**src/rtl/uart_tx.sv**
```systemverilog
// Byte serialiser: start bit, 8 data bits LSB first, optional even parity, 1-2 stop bits.
// BIST mode steers the frame onto the loopback line instead of the external pin.
module uart_tx #(
  parameter int CLKS_PER_BIT = 16,
  parameter int PARITY_EN    = 0,
  parameter int STOP_BITS    = 1
) (
  input  logic       ClK,
  input  logic       Clear,
  input  logic       Transmit_Start,
  input  logic [7:0] Tx_Data,
  input  logic       BIST_Mode,
  output logic       Tx_Serial,
  output logic       Loop_Serial,
  output logic       Tx_Busy,
  output logic       Tx_Done
);

  localparam int CW = (CLKS_PER_BIT > 1) ? $clog2(CLKS_PER_BIT) : 1;
  localparam logic [CW-1:0] BMAX = CW'(CLKS_PER_BIT - 1);

  typedef enum logic [2:0] {IDLE, START, DATA, PARITY, STOP} state_t;

  state_t        state_q, state_d;
  logic [CW-1:0] bcnt_q, bcnt_d;
  logic [2:0]    bidx_q, bidx_d;
  logic          scnt_q, scnt_d;
  logic [7:0]    data_q, data_d;
  logic          mode_q, mode_d;
  logic          sbit_q, sbit_d;
  logic          tx_q, tx_d;
  logic          loop_q, loop_d;
  logic          busy_q, busy_d;
  logic          done_q, done_d;
  logic          boundary;

  always_comb begin
    state_d  = state_q;
    bidx_d   = bidx_q;
    scnt_d   = scnt_q;
    data_d   = data_q;
    mode_d   = mode_q;
    sbit_d   = sbit_q;
    busy_d   = busy_q;
    done_d   = 1'b0;
    boundary = (bcnt_q == BMAX);
    bcnt_d   = boundary ? '0 : bcnt_q + 1'b1;

    case (state_q)
      IDLE: begin
        bcnt_d = '0;
        if (Transmit_Start) begin
          state_d = START;
          data_d  = Tx_Data;
          mode_d  = BIST_Mode;
          bidx_d  = 3'd0;
          scnt_d  = 1'b0;
          sbit_d  = 1'b0;
          busy_d  = 1'b1;
        end
      end
      START: begin
        if (boundary) begin
          state_d = DATA;
          bidx_d  = 3'd0;
          sbit_d  = data_q[0];
        end
      end
      DATA: begin
        if (boundary) begin
          if (bidx_q == 3'd7) begin
            if (PARITY_EN != 0) begin
              state_d = PARITY;
              sbit_d  = ^data_q;
            end else begin
              state_d = STOP;
              scnt_d  = 1'b0;
              sbit_d  = 1'b1;
            end
          end else begin
            bidx_d = bidx_q + 3'd1;
            sbit_d = data_q[bidx_q + 3'd1];
          end
        end
      end
      PARITY: begin
        if (boundary) begin
          state_d = STOP;
          scnt_d  = 1'b0;
          sbit_d  = 1'b1;
        end
      end
      STOP: begin
        if (boundary) begin
          if (scnt_q == 1'(STOP_BITS - 1)) begin
            state_d = IDLE;
            busy_d  = 1'b0;
            done_d  = 1'b1;
          end else begin
            scnt_d = 1'b1;
          end
        end
      end
      default: state_d = IDLE;
    endcase

    // Route from the next-state mode so both lines switch cleanly on the accepting edge.
    tx_d   = mode_d ? 1'b1 : sbit_d;
    loop_d = mode_d ? sbit_d : 1'b1;
  end

  always_ff @(posedge ClK or posedge Clear) begin
    if (Clear) begin
      state_q <= IDLE;
      bcnt_q  <= '0;
      bidx_q  <= 3'd0;
      scnt_q  <= 1'b0;
      data_q  <= 8'd0;
      mode_q  <= 1'b0;
      sbit_q  <= 1'b1;
      tx_q    <= 1'b1;
      loop_q  <= 1'b1;
      busy_q  <= 1'b0;
      done_q  <= 1'b0;
    end else begin
      state_q <= state_d;
      bcnt_q  <= bcnt_d;
      bidx_q  <= bidx_d;
      scnt_q  <= scnt_d;
      data_q  <= data_d;
      mode_q  <= mode_d;
      sbit_q  <= sbit_d;
      tx_q    <= tx_d;
      loop_q  <= loop_d;
      busy_q  <= busy_d;
      done_q  <= done_d;
    end
  end

  assign Tx_Serial   = tx_q;
  assign Loop_Serial = loop_q;
  assign Tx_Busy     = busy_q;
  assign Tx_Done     = done_q;

endmodule
```
**config.mk**
```make
export PLATFORM = sky130hd
export DESIGN_NAME = uart_tx
export DESIGN_NICKNAME = d
export VERILOG_FILES = /design/src/rtl/uart_tx.sv
export SDC_FILE = /design/constraint.sdc
export NUM_CORES = 1
export LEC_CHECK = 0
export CELL_PAD_IN_SITES_DETAIL_PLACEMENT = 2
export CELL_PAD_IN_SITES_GLOBAL_PLACEMENT = 2
export CORE_MARGIN = 2
export CORE_UTILIZATION = 40
export CTS_BUF_LIST = sky130_fd_sc_hd__clkbuf_2 sky130_fd_sc_hd__clkbuf_4 sky130_fd_sc_hd__clkbuf_8
export DETAILED_ROUTE_END_ITERATION = 10
export HOLD_SLACK_MARGIN = 0.12
export PLACE_DENSITY = 0.85
export SLEW_MARGIN = 20
export SYNTH_ARGS = -nofsm -noshare
export SYNTH_HDL_FRONTEND = slang
export SYNTH_SLANG_ARGS = --single-unit
```
**constraint.sdc**
```tcl
create_clock -name ClK -period 5.8 [get_ports ClK]
set_input_delay 0.87 -clock ClK [delete_from_list [all_inputs] [get_ports ClK]]
set_output_delay 0.87 -clock ClK [all_outputs]
set_load 0.01 [all_outputs]
```
Word-level counts from Yosys, hierarchy flattened:

Index checks and enable logic that the tools add are counted.

* logic and storage cells: 78
* bits of input ports: 12
* bits in registers: 25

* multiplexer cells: 41
* add/subtract/negate cells: 2
* equal/unequal tests: 14
* order comparisons: 1
* reduce and logical (&&, ||, !) cells: 9

Operators with widths (count)
* $mux 3: 11
* $mux 1: 22
* $ne 2x2->1 const B: 8
* $pmux 3 s5: 1
* $pmux 3 s3: 1
* $mux 4: 2
* $pmux 1 s4: 2
* $reduce_and 7->1: 1
* $eq 3x2->1 const B: 2
* $eq 3x3->1 const B: 2
* $reduce_and 6->1: 1
* $reduce_and 5->1: 1
* $add 4x1->4 const B: 1
* $eq 4x4->1 const B: 1
* $lt 3x4->1 const B: 1
* $reduce_and 4->1: 1
* $reduce_bool 4->1: 1
* $add 3x1->3 const B: 1
* $bmux 1 s3: 1
* $eq 3x1->1 const B: 1
* $logic_not 3->1: 1
* $reduce_bool 3->1: 1
* $pmux 1 s2: 1
* $reduce_and 2->1: 1
* $reduce_bool 2->1: 1

Longest topological paths before layout:

* depth after elaboration: 7
* mapped depth: 6
* mapped depth without buffers: 6

Least setup slack after synthesis:

Ideal clock, no wire load.

* path type: input-to-reg
* start point: in Transmit_Start
* end point: reg tx_q (netlist: Tx_Serial)
* setup time: 0.085 ns
* setup slack: 3.907 ns
* stages on the path: 5
* data arrival time: 1.808 ns
* required time: 5.715 ns
* buffers on the path: 1
* cell sequence: or4b_4 buf_6 o311a_4 a21oi_4 nand3b_1

* cells in the longest elaborated chain, start to end: 3
* elaborated cells on any way between the ends: 5
* those cells by class: mux: 5

RTL lines
* start: declaration: line 10 `input logic Transmit_Start,`
* $mux 1: line 52 `if (Transmit_Start) begin`
* $pmux 1 s4 / $mux 1 (equally long branches): line 49 `case (state_q)`
* $mux 1 *: line 108 `tx_d = mode_d ? 1'b1 : sbit_d;`
* named net tx_d: line 31 `logic tx_q, tx_d;`
* end signal: assignment: line 133 `tx_q <= tx_d;`
* end: declaration: line 31

The timed path passes the listed nets; every way through them passes the cells marked *.
A chain may end at the register's enable or synchronous reset.

Worst setup path after layout:

* start point: reg loop_q (netlist: Loop_Serial)
* end point: out Loop_Serial

RTL lines
* start: declaration: line 32 `logic loop_q, loop_d;`
* start signal: assignment: line 134 `loop_q <= loop_d;`
* end: declaration: line 14 `output logic Loop_Serial,`

No word-level cell between the ends.

==> flow_summary.ini <==
[sta]
min_period_ns = 2.27
hold_viol_final = 0
rsz0062_at_grt = no
slew_violations = 0
finClkSkew_ns = 0.0204
worst_pin_slew_ns = 0.910
fmax_mhz = 441
setup_violations = 0
fin_crit_sh_pct = 39.1
setup_tns_ns = 0
relSlewSlack_pct = 39.3

[clocking]
cts_sinks = 24
cts_tree = done
cts_resized = 0
clk_pin_slew_worst_paths_ns = 0.15
numCtsBuffers = 3
hold_buffers = 0
cts_max_path_buffers = 2
post_cts_buffers = 0
clockRootBuffer = clkbuf_4
clk-insertion-delay-late_ns = 0.33
h-tree-depth = 1

[routing]
drtPass1Iterations = 2
vias = 779
drt-total-wl_mm = 2.53
via_per_inst = 5.60
drtIter0Drc = 16
drc_errors = 0
wl_per_cell_um = 18.2
ant_nets = 0

[worst_setup_path]
r2r_end = bidx_q[0]
critPathTopFamily = flip-flops
setup.worst_path.class = reg2out
cp_slowest_cell = dfstp_2
rrSetupSlack_ns = 3.82
max_stage_delay_ns = 0.54
crit_chain = clkdlybuf4s50_1
worst-path-buf-inv = 1
crit_start = Loop_Serial
worstPathArrival_ns = 1.40
critPathLaunchType = flip-flop
cp-end-kind = primary output
crit_fanout = 1
critPathRequiredTime_ns = 4.93
reg2regPathDepth = 6
reg2reg_from = bidx_q[0]

[die]
std_cell_rows = 19
dieWidth_um = 57.1
dieArea_um2 = 3270
coreArea_um2 = 2710
dieHeight_um = 57.1
start_util_pct = 41.7
io_pins = 16

[worst_hold_path]
min_to = bcnt_q[0]
hold_path_depth = 1
hold_path.class = reg2reg
hold_start = bcnt_q[0]

[job]
drv_cap = 0

[yosys]
ys.flop_type = dfrtp_1
synth_edf_count = 0
async_reset_ff_share_pct = 100
yosysMostFrequentCell = dfrtp_1
synthTopCellsByArea = dfrtp_1, mux2_2, dfstp_2
yosys_warnings = 0
yosys_register_bits = 24
synth.top_cell.area_share_pct = 46.5
synth_cell_types = 33
synth_area_per_cell_um2 = 12.3
synth_area_um2 = 1130
seq_area_frac_synth_pct = 53.5
yosys.area.top_type = dfrtp_1
synth.cells.most_frequent = dfrtp_1, mux2_2, nor2_1
synth_nets = 107
syn_inst = 92

[global_route]
grt_pass1_vias = 945
antenna_found_initial = 0
grt_usage_pct = 17.7
grt_overflow_total = 0
grt_pass1_wl_mm = 4.41
grt_max_degree = 25

[placement]
portBuffers = 15
place_congestion = 0.719
place_area_um2 = 1290
hpwl_mm = 1.88

[power]
p_leak_nw = 0.571
irDropWorstVdd_mv = 0.290
powerDensity_nw_per_um2 = 446

[cells_and_area]
fillers = 283
final_area_um2 = 1350
multi_input_area_um2 = 488
antenna_cells = 0
regArea_um2 = 604
syn2layout_area_growth_pct = 19.0
fin_nets = 124
drive_above_1_share_pct = 20.4

[run_status]
status = completed
[per-stage QoR]
stage | utilization [%] | instances | total power, W | setup slack, ns | hold slack (ns)
6_report | 49.6 | 139 | 0.000600 | 3.53 | 0.521
3_3_place_gp | 47.7 | 135 | 0.000462 | 3.32 | 0.488
5_1_grt | 49.6 | 139 | 0.000643 | 3.49 | 0.548
2_1_floorplan | - | 92 | 0.000419 | 3.91 | 0.462
4_1_cts | 49.6 | 139 | 0.000609 | 3.52 | 0.530
3_5_place_dp | 47.7 | 135 | 0.000484 | 3.27 | 0.497
[metal layers]
metal  vias to the layer above  share of wire, %  global-route usage [%]
li1                        362                 -                       -
met1                       402                39                    19.7
met2                        10                58                    34.3
met3                         5               1.7                    2.04
met4                         0               1.4                    5.98
met5                         -                 0                       0
[state kept, by name (all words and copies together) (netlist names), 3 cells and up]
register / cells
data_q: 8
bcnt_q: 4
bidx_q: 3
state_q: 3
[worst max path at each step]
stage / depth (start not counted) / slack (ns) / end
5_1_grt: 1 / 3.49 / Loop_Serial
6_report: 1 / 3.53 / Loop_Serial
2_1_floorplan: 5 / 3.91 / Tx_Serial
3_3_place_gp: 4 / 3.32 / Tx_Serial
3_5_place_dp: 4 / 3.27 / Tx_Serial
4_1_cts: 1 / 3.52 / Loop_Serial
[where the power goes]
group / internal (W) / total, W / switching [W] / leakage, nW
sequential: 0.000238 / 0.000288 / 0.0000498 / 0.288
combinational: 0.000107 / 0.000189 / 0.0000820 / 0.255
clock: 0.0000699 / 0.000124 / 0.0000541 / 0.0279
total: 0.000414 / 0.000600 / 0.000186 / 0.571
[cells by family (layout without fill, tap and decap cells)]
group / count (synthesis) / count (layout) / share of synthesized area [%]
AOI/OAI and AO/OA: 15 / 15 / 10.9
adders and majority gates: 3 / 3 / 3.32
and+or+nand+nor: 29 / 29 / 14.4
DFF: 24 / 24 / 53.5
buffers and inverters: 6 / 22 / 3.32
xor gates and xnor gates: 1 / 1 / 0.775
muxes: 14 / 14 / 13.8
[final cells by class]
| type | instances | area share, % |
|---|---|---|
| inverter | 3 | 0.837 |
| clock inverter | 1 | 2.23 |
| sequential | 24 | 44.9 |
| timing repair buffer | 15 | 11.2 |
| clock buffer | 3 | 1.67 |
| multi-input combinational | 62 | 36.3 |
| tap | 31 | 2.88 |
[cells in the final DEF (no fill, tap or decap)]
cell,n
a21oi_1,5
a21oi_4,1
a22o_1,2
a22oi_1,1
a2bb2oi_1,1
and2_1,1
and3_1,1
bufinv_16,1
clkbuf_4,3
clkdlybuf4s50_1,15
dfrtp_1,21
dfstp_2,3
ha_1,3
inv_1,3
mux2_2,9
mux2_4,1
mux2i_1,4
nand2_1,4
nand2b_1,1
nand3_1,3
nand3b_1,2
nand4_1,1
nand4b_1,1
nor2_1,6
nor2b_1,2
nor3_1,4
o21ai_0,2
o21bai_1,1
o311a_4,1
o32ai_1,1
or2_2,1
or3b_2,1
or4b_4,1
xnor2_1,1
Note: power is estimated with default switching activity, not from simulation.
